## config.mk

```make
export PLATFORM = sky130hd
export DESIGN_NAME = result_display_flat
export DESIGN_NICKNAME = d
export VERILOG_FILES = /design/src/rtl/result_display_if.sv /design/src/rtl/result_display.sv /design/src/flat_wrapper.sv
export SDC_FILE = /design/constraint.sdc
export NUM_CORES = 1
export LEC_CHECK = 0
export ABC_CLOCK_PERIOD_IN_PS = 4700
export BUFFER_PORTS_ARGS = -buffer_cell sky130_fd_sc_hd__buf_2
export CAP_MARGIN = 10
export CELL_PAD_IN_SITES_DETAIL_PLACEMENT = 0
export CELL_PAD_IN_SITES_GLOBAL_PLACEMENT = 2
export CORE_MARGIN = 4
export CORE_UTILIZATION = 38
export CTS_CLUSTER_DIAMETER = 100
export DETAILED_ROUTE_END_ITERATION = 16
export HOLD_SLACK_MARGIN = 0.08
export PLACE_DENSITY = 0.9
export SETUP_SLACK_MARGIN = 0.5
export SKIP_LAST_GASP = 1
export SYNTH_ARGS = -nofsm -noshare
export SYNTH_HDL_FRONTEND = slang
export SYNTH_SLANG_ARGS = --single-unit
export TNS_END_PERCENT = 50
```

## constraint.sdc

```tcl
create_clock -name clk -period 4.7 [get_ports clk]
set_clock_uncertainty 0.15 [all_clocks]
set_input_delay 0.47 -clock clk [delete_from_list [all_inputs] [get_ports clk]]
set_output_delay 0.47 -clock clk [all_outputs]
set_load 0.01 [all_outputs]
```

## src/rtl/result_display_if.sv

```systemverilog
// Result-display handshake bundle: operand and flags in, busy/done and four
// active-low seven-segment digit bytes out.
interface result_display_if;
  logic [7:0] value;
  logic       addSubOverflow;
  logic [1:0] multDivOverflow;
  logic       load;
  logic       busy;
  logic       done;
  logic [7:0] HEX0;
  logic [7:0] HEX1;
  logic [7:0] HEX2;
  logic [7:0] HEX3;

  modport master (
    output value, addSubOverflow, multDivOverflow, load,
    input  busy, done, HEX0, HEX1, HEX2, HEX3
  );

  modport slave (
    input  value, addSubOverflow, multDivOverflow, load,
    output busy, done, HEX0, HEX1, HEX2, HEX3
  );
endinterface

```

## src/rtl/result_display.sv

```systemverilog
// Serial double-dabble binary-to-BCD converter driving three digit displays plus sign.
// Define RESULT_DISPLAY_SIGNED_EN to treat value as two's complement with a minus on HEX3.
module result_display (
  input  logic            clk,
  input  logic            rst,
  result_display_if.slave bus
);

  typedef enum logic [1:0] {IDLE, SHIFT, UPDATE} state_e;

  state_e      state_q, state_d;
  logic [7:0]  op_q, op_d;
  logic [11:0] bcd_q, bcd_d;
  logic [2:0]  cnt_q, cnt_d;
  logic        as_q, as_d;
  logic [1:0]  md_q, md_d;
  logic [7:0]  hex0_q, hex0_d;
  logic [7:0]  hex1_q, hex1_d;
  logic [7:0]  hex2_q, hex2_d;
  logic [7:0]  magnitude;
  logic [11:0] bcd_adj;
  logic [19:0] work;
  logic [3:0]  dig_h, dig_t, dig_o;

  function automatic logic [6:0] seg7(input logic [3:0] d);
    case (d)
      4'd0:    seg7 = 7'h40;
      4'd1:    seg7 = 7'h79;
      4'd2:    seg7 = 7'h24;
      4'd3:    seg7 = 7'h30;
      4'd4:    seg7 = 7'h19;
      4'd5:    seg7 = 7'h12;
      4'd6:    seg7 = 7'h02;
      4'd7:    seg7 = 7'h78;
      4'd8:    seg7 = 7'h00;
      4'd9:    seg7 = 7'h10;
      default: seg7 = 7'h7F;
    endcase
  endfunction

  function automatic logic [3:0] dabble(input logic [3:0] d);
    dabble = (d >= 4'd5) ? d + 4'd3 : d;
  endfunction

`ifdef RESULT_DISPLAY_SIGNED_EN
  logic neg_q, neg_d;
  logic [7:0] hex3_q, hex3_d;
  assign magnitude = bus.value[7] ? (~bus.value + 8'd1) : bus.value;
`else
  assign magnitude = bus.value;
`endif

  // State register.
  // NOTE: sequential state uses non-blocking (<=) so every flop samples pre-edge values.
  always_ff @(posedge clk or posedge rst) begin
    if (rst) begin
      state_q <= IDLE;
      op_q    <= '0;
      bcd_q   <= '0;
      cnt_q   <= '0;
      as_q    <= 1'b0;
      md_q    <= '0;
      hex0_q  <= 8'hFF;
      hex1_q  <= 8'hFF;
      hex2_q  <= 8'hFF;
`ifdef RESULT_DISPLAY_SIGNED_EN
      neg_q   <= 1'b0;
      hex3_q  <= 8'hFF;
`endif
    end else begin
      state_q <= state_d;
      op_q    <= op_d;
      bcd_q   <= bcd_d;
      cnt_q   <= cnt_d;
      as_q    <= as_d;
      md_q    <= md_d;
      hex0_q  <= hex0_d;
      hex1_q  <= hex1_d;
      hex2_q  <= hex2_d;
`ifdef RESULT_DISPLAY_SIGNED_EN
      neg_q   <= neg_d;
      hex3_q  <= hex3_d;
`endif
    end
  end

  // Next-state logic.
  always_comb begin
    state_d = state_q;
    case (state_q)
      IDLE:    if (bus.load) state_d = SHIFT;
      SHIFT:   if (cnt_q == 3'd7) state_d = UPDATE;
      UPDATE:  state_d = IDLE;
      default: state_d = IDLE;
    endcase
  end

  // Datapath: capture, one dabble-and-shift per SHIFT cycle, display encode.
  // NOTE: every always_comb output is defaulted first so no path infers a latch.
  always_comb begin
    op_d   = op_q;
    bcd_d  = bcd_q;
    cnt_d  = cnt_q;
    as_d   = as_q;
    md_d   = md_q;
    hex0_d = hex0_q;
    hex1_d = hex1_q;
    hex2_d = hex2_q;
`ifdef RESULT_DISPLAY_SIGNED_EN
    neg_d  = neg_q;
    hex3_d = hex3_q;
`endif

    bcd_adj = {dabble(bcd_q[11:8]), dabble(bcd_q[7:4]), dabble(bcd_q[3:0])};
    work    = {bcd_adj, op_q} << 1;
    dig_h   = work[19:16];
    dig_t   = work[15:12];
    dig_o   = work[11:8];

    case (state_q)
      IDLE: begin
        if (bus.load) begin
          op_d  = magnitude;
          bcd_d = '0;
          cnt_d = '0;
          as_d  = bus.addSubOverflow;
          md_d  = bus.multDivOverflow;
`ifdef RESULT_DISPLAY_SIGNED_EN
          neg_d = bus.value[7];
`endif
        end
      end
      SHIFT: begin
        bcd_d = work[19:8];
        op_d  = work[7:0];
        if (cnt_q != 3'd7) begin
          cnt_d = cnt_q + 3'd1;
        end else begin
          // Last shift: the display is loaded so it is valid throughout UPDATE.
          hex0_d = {~md_q[0], seg7(dig_o)};
          hex1_d = {~md_q[1], (dig_h == 4'd0 && dig_t == 4'd0) ? 7'h7F : seg7(dig_t)};
          hex2_d = {~as_q, (dig_h == 4'd0) ? 7'h7F : seg7(dig_h)};
`ifdef RESULT_DISPLAY_SIGNED_EN
          hex3_d = neg_q ? 8'hBF : 8'hFF;
`endif
        end
      end
      default: ;
    endcase
  end

  // Output decode.
  always_comb begin
    bus.busy = (state_q != IDLE);
    bus.done = (state_q == UPDATE);
  end

  assign bus.HEX0 = hex0_q;
  assign bus.HEX1 = hex1_q;
  assign bus.HEX2 = hex2_q;
`ifdef RESULT_DISPLAY_SIGNED_EN
  assign bus.HEX3 = hex3_q;
`else
  assign bus.HEX3 = 8'hFF;
`endif

endmodule

```

## src/flat_wrapper.sv

```systemverilog
// flat-port wrapper written by rule: the top's interface ports become plain ports
module result_display_flat 
  (clk, rst, bus_value, bus_addSubOverflow, bus_multDivOverflow, bus_load, bus_busy, bus_done, bus_HEX0, bus_HEX1, bus_HEX2, bus_HEX3);
  result_display_if bus_i ();
  input  logic clk;
  input  logic rst;
  input wire logic [$bits(bus_i.value)-1:0] bus_value;
  input wire logic [$bits(bus_i.addSubOverflow)-1:0] bus_addSubOverflow;
  input wire logic [$bits(bus_i.multDivOverflow)-1:0] bus_multDivOverflow;
  input wire logic [$bits(bus_i.load)-1:0] bus_load;
  output wire logic [$bits(bus_i.busy)-1:0] bus_busy;
  output wire logic [$bits(bus_i.done)-1:0] bus_done;
  output wire logic [$bits(bus_i.HEX0)-1:0] bus_HEX0;
  output wire logic [$bits(bus_i.HEX1)-1:0] bus_HEX1;
  output wire logic [$bits(bus_i.HEX2)-1:0] bus_HEX2;
  output wire logic [$bits(bus_i.HEX3)-1:0] bus_HEX3;
  assign bus_i.value = bus_value;
  assign bus_i.addSubOverflow = bus_addSubOverflow;
  assign bus_i.multDivOverflow = bus_multDivOverflow;
  assign bus_i.load = bus_load;
  assign bus_busy = bus_i.busy;
  assign bus_done = bus_i.done;
  assign bus_HEX0 = bus_i.HEX0;
  assign bus_HEX1 = bus_i.HEX1;
  assign bus_HEX2 = bus_i.HEX2;
  assign bus_HEX3 = bus_i.HEX3;
  result_display u_core (.clk(clk), .rst(rst), .bus(bus_i));
endmodule
```

== Word level (Yosys, flattened, before mapping) ==
Memories as Yosys holds them, arrays and structs flattened. A register that Yosys moved wholly into a read port is not among the register bits.
Cells that the tools add are included.
Word-level totals
  register bits after elaboration: 52
  bits in latches: 0
  bits in writable memories: 0
  ROM bits: 336
  input port bits: 14
  word-level logic and storage cells: 56
  memories: 3
Memory list
  (name not given): words 16, bits a word 7, read ports 1, clocked after memory_dff 1, write ports 0, RTL line result_display.sv:26  | case (d)
  (name not given): words 16, bits a word 7, read ports 1, clocked after memory_dff 0, write ports 0, RTL line result_display.sv:26
  (name not given): words 16, bits a word 7, read ports 1, clocked after memory_dff 0, write ports 0, RTL line result_display.sv:26
Operators by class
  $add $sub $neg: 4
  multiply operators: 0
  div/mod/pow operators: 0
  magnitude comparators: 3
  equal/unequal tests: 7
  shift-type cells: 0
  multiplexer cells: 15
  bitwise operators: 4
  reduce and logical (&&, ||, !) cells: 11
Operators by type and width (count)
  12-bit case mux with 2 select lines: 1
  8-bit case mux with 2 select lines: 1
  7-bit 2-to-1 mux: 2
  4-bit by 3-bit >= comparator with 1-bit output (second input constant): 3
  12-bit 2-to-1 mux: 1
  3-bit 2-to-1 mux: 3
  4-bit by 2-bit adder with 4-bit output (second input constant): 2
  4-bit zero test: 2
  4-bit 2-to-1 mux: 2
  8-bit 2-to-1 mux: 1
  2-bit AND reduction: 4
  3-bit case mux with 2 select lines: 1
  2-bit 2-to-1 mux: 2
  2-bit by 1-bit != test with 1-bit output (second input constant): 2
  1-bit NOT: 4
  2-bit case mux with 2 select lines: 1
  2-bit nonzero test: 2
  3-bit by 1-bit adder with 3-bit output (second input constant): 1
  3-bit by 2-bit adder with 3-bit output (second input constant): 1
  3-bit equality test (second input constant): 1
  3-bit != test (second input constant): 1
  3-bit AND reduction: 1
  2-bit by 1-bit equality test with 1-bit output (second input constant): 1
  2-bit equality test (second input constant): 1
  3 further kinds: 3

== Logic depth before layout (Yosys ltp) ==
  depth in word-level cells: 5
  mapped depth: 10

== Worst setup path before layout ==
OpenSTA, ideal clock, no wires.
  path kind: register to register
  start point: reg u_core.bcd_q[4]
  end point: reg u_core.hex1_q[5], in the netlist u_core.bus.HEX1[5]
  arrival: 2.260 ns
  data required time: 4.470 ns
  slack: 2.210 ns
  stages on the path, launching flop included: 11
  path buffers: 0
  path through: dfrtp_1 inv_1 ha_1 nand2b_1 a21oi_1 xnor2_1 inv_1 ha_1 and3_1 a311o_1 o22a_1
On the way
  cells in the longest elaborated chain, start to end: 5
  elaborated cells between the ends (all ways): 8
Ends and longest elaborated chain
  from (decl): RTL line result_display.sv:13  | logic [11:0] bcd_q, bcd_d;
  from (signal assigned): RTL line result_display.sv:59  | bcd_q <= '0;
  from (signal assigned): RTL line result_display.sv:73  | bcd_q <= bcd_d;
  4-bit by 2-bit adder with 4-bit output or 4-bit by 3-bit >= comparator with 1-bit output (tied branches): RTL line result_display.sv:42  | dabble = (d >= 4'd5) ? d + 4'd3 : d;
  4-bit 2-to-1 mux (*): RTL line result_display.sv:42
  branches (longest 2 deep; another with memory 16 x 7 bit)
  7-bit 2-to-1 mux (*): RTL line result_display.sv:141  | hex1_d = {~md_q[1], (dig_h == 4'd0 && dig_t == 4'd0) ? 7'h7F : seg7(dig_t)};
  to (signal assigned): RTL line result_display.sv:64  | hex1_q <= 8'hFF;
  to (signal assigned): RTL line result_display.sv:78  | hex1_q <= hex1_d;
  to (decl): RTL line result_display.sv:18  | logic [7:0] hex1_q, hex1_d;
Every way passes the cells marked *.
A chain may end at the register's enable or synchronous reset.

== Worst setup path in the final report ==
Ends and elaborated chain as after synthesis.

==> impl_metrics.yaml <==
drt:
  drt-vias-per-instance: 5.08
  vias: 2230
  wire_per_inst_um: 14.2
  drc: 0
  drt_first_iter_violations: 106
  detail_route.wirelength_mm: 6.24
  dr.pass1.iters: 4
  detail-route-antenna-nets: 0
clock_tree:
  resized_after_cts: 0
  clk-insertion-delay-late_ns: 0.30
  path_clk_slew_ns: 0.10
  tritoncts: "yes"
  cts.path.max_buffers: 2
  cts_buffers: 5
  cts.sink_count: 52
  post-cts-setup-buffer-count: 0
  cts-htree-levels: 2
  cts.hold.buffers_added: 0
  clk_root_buffer_cell: "sky130_fd_sc_hd__clkbuf_8"
logic_synthesis:
  yosys_warnings: 0
  synth.ff_latch_count: 52
  netlist.area_leader.share_pct: 23.6
  synth_top_area_cell: "sky130_fd_sc_hd__dfrtp_1"
  ys_top_cells_by_area: "sky130_fd_sc_hd__dfrtp_1 (24%), sky130_fd_sc_hd__dfstp_2 (21%), sky130_fd_sc_hd__ha_1 (8.0%)"
  mappedNetlistArea_sq_mm: 0.00296
  yosys-top-cells-count: "sky130_fd_sc_hd__nand2_1 (35), sky130_fd_sc_hd__o21ai_0 (31), sky130_fd_sc_hd__dfrtp_1 (28)"
  synth_edf_count: 0
  synthFlopType: "sky130_fd_sc_hd__dfrtp_1"
  sequential_share_of_the_synthesized_area_pct: 44.9
  syn_inst: 307
  yosys.cell_count.top_type: "sky130_fd_sc_hd__nand2_1"
  synth.avg_cell_area_sq_um: 9.66
  async_flop_share_pct: 100
  number_of_distinct_library_cells_after_synthesis: 49
sta:
  hold_viol_final: 0
  maxSlewViolCount: 0
  maxSlewHeadroom_pct: 42.6
  final.period_utilization_pct: 60.1
  totalNegativeSetupSlack_ns: 0
  layout_min_cycle_time_ns: 2.83
  worst_tran_pin_value_ns: 0.837
  rsz0062_at_grt: "false"
  worst_hold_slack_after_final_layout_ns: 0.179
  max_freq_mhz: 354
  finalSetupViolations: 0
layout:
  layout_overhead_on_the_synthesized_area_pct: 10.9
  fin_cells: 439
  drive_above_1_share_pct: 24.1
  final_nets: 372
  insertedDiodeCount: 0
placed_design:
  io_buffers: 39
  dp_cells: 431
  gp_congestion: 0.890
  dp_hpwl_mm: 4.63
power_and_ir_drop:
  power-per-cell-area_mw_per_mm2: 815
  vdd_drop_max_mv: 0.229
  static-leakage-power_uw: 0.00149
min_path:
  worst_min_delay_path_class: "in -> async"
run_status:
  outcome: "finished, final reports clean"
floorplan:
  die-area_sq_mm: 0.00928
  boundaryPins: 48
  die_height_um: 96.3
  placeableCoreArea_sq_mm: 0.00741
  starting_utilization_of_the_core_area_pct: 40.0
  dieWidth_um: 96.3
  placementRows: 31
worst_setup_path:
  timing.setup.critical_path_class: "reg -> reg"
  bufs_and_invs_on_worst_path: 2
  cp_cell_sequence: "inv_1 > ha_1 > nand2b_1 > a21oi_1 > xnor2_1 > inv_1 > ha_1 > and3_1 > a311o_1 > o22a_1"
  startpoint: "u_core.bcd_q[4]$_DFFE_PP0P_"
  worstPathMaxFanout: 7
  crit_arrival_ns: 2.92
  worst_r2r_startpoint: "u_core.bcd_q[4]$_DFFE_PP0P_"
  critPathSlowestCell: "sky130_fd_sc_hd__dfrtp_1"
  critical-path-max-stage-delay_ns: 0.46
  worstPathRequired_ns: 4.80
  critical-path-top-delay-family: "compound AO/OA/AOI/OAI gates"
  worst_setup_path_start_kind: "register"
  critPathCaptureType: "register"
grt:
  global_route_wire_length_before_repair_mm: 10.9
  antenna_found_initial: 0
  grt_resource_usage_total_pct: 14.8
  grt_start_max_net_pins: 53
  grt_overflow_total: 0
  vias_in_the_first_global_route: 2225
job:
  max_cap_viol_count: 0
==> state kept, by name, indices dropped and copies added (netlist names) <==
signal and flops:
u_core.as_q 1, u_core.op_q 8, u_core.bus.HEX0 8, u_core.bcd_q 12, u_core.md_q 2, u_core.state_q 2, u_core.bus.HEX2 8, u_core.cnt_q 3
u_core.bus.HEX1 8
==> logic make-up (layout without fill, tap and decap cells) <==
kind of cell | Yosys count | in the layout | share of synthesized area [%]
muxes | 13 | 13 | 4.56
adders and majority gates | 19 | 19 | 8.02
DFF | 52 | 52 | 44.9
other | 1 | 8 | 0.127
AOI/OAI and AO/OA | 94 | 94 | 20.8
xor gates and xnor gates | 2 | 2 | 1.06
and+or+nand+nor | 86 | 86 | 14.1
buffers and inverters | 40 | 66 | 6.37
==> area by class of cell <==
| type | instances | area, sq um |
|---|---|---|
| multi-input cells | 222 | 1470 |
| clock inverters | 2 | 16.3 |
| fillers | 742 | 4120 |
| clock buffers | 6 | 72.6 |
| well taps | 99 | 124 |
| flip-flops and latches | 52 | 1330 |
| repair buffers | 41 | 210 |
| inverters | 17 | 63.8 |
==> worst reg2reg max path: cells and delay by family, from the launching register on <==
family	cells	cell delay [ns]
fa+ha+maj	2	0.51
xor+xnor	1	0.33
compound gates	3	0.72
buf+inv	2	0.26
simple gates	2	0.35
flops	1	0.46
==> path summary, 6_finish.rpt <==
kind,to,slack [ns],cells past startpoint
worst max-delay path,u_core.bus.HEX1[5]$_DFFE_PP1P_,1.87,10
worst min-delay path,u_core.op_q[5]$_DFFE_PP0P_,0.18,3
worst max register to register,u_core.bus.HEX1[5]$_DFFE_PP1P_,1.87,10
worst min register to register,u_core.bus.HEX2[7]$_DFFE_PP1P_,0.28,1
max in group asynchronous,u_core.bcd_q[1]$_DFFE_PP0P_,3.80,3
min in group clk,u_core.op_q[0]$_DFFE_PP0P_,0.24,2
==> per-stage QoR <==
| step | util [%] | setup slack [ns] | area, sq um | total power (uW) |
|---|---|---|---|---|
| detailed placement | 43.2 | 1.90 | 3200 | 2450 |
| finish | 44.4 | 1.87 | 3290 | 2680 |
| CTS | 44.4 | 1.87 | 3290 | 2720 |
| floorplan | - | 2.21 | 2990 | 2050 |
| global route | 44.4 | 1.58 | 3290 | 2970 |
| global placement | 43.2 | 1.95 | 3200 | 2410 |
==> per-layer routing <==
| metal | track usage (%) | vias to the layer above | wire length, um |
|---|---|---|---|
| li1 | - | 1130 | - |
| met1 | 20.7 | 1060 | 3120 |
| met2 | 23.6 | 35 | 2830 |
| met3 | 2.89 | 5 | 230 |
| met4 | 3.50 | 0 | 58 |
| met5 | 0 | - | 0 |
==> power breakdown <==
group          switching [uW]  internal, uW
clock                     153           106
sequential                171           733
combinational             883           633
total                    1210          1470
==> placed cells by master, fill, tap and decap left out, drive strengths merged, types with 6 or more instances in the layout <==
cell,instances
buf,41
dfrtp,28
nand2b,6
mux2i,9
dfstp,24
ha,19
clkbuf,6
a31oi,10
o21ai,31
conb,8
nor2,19
inv,17
a21oi,12
nand2,35
(Power assumes the default switching activity.)
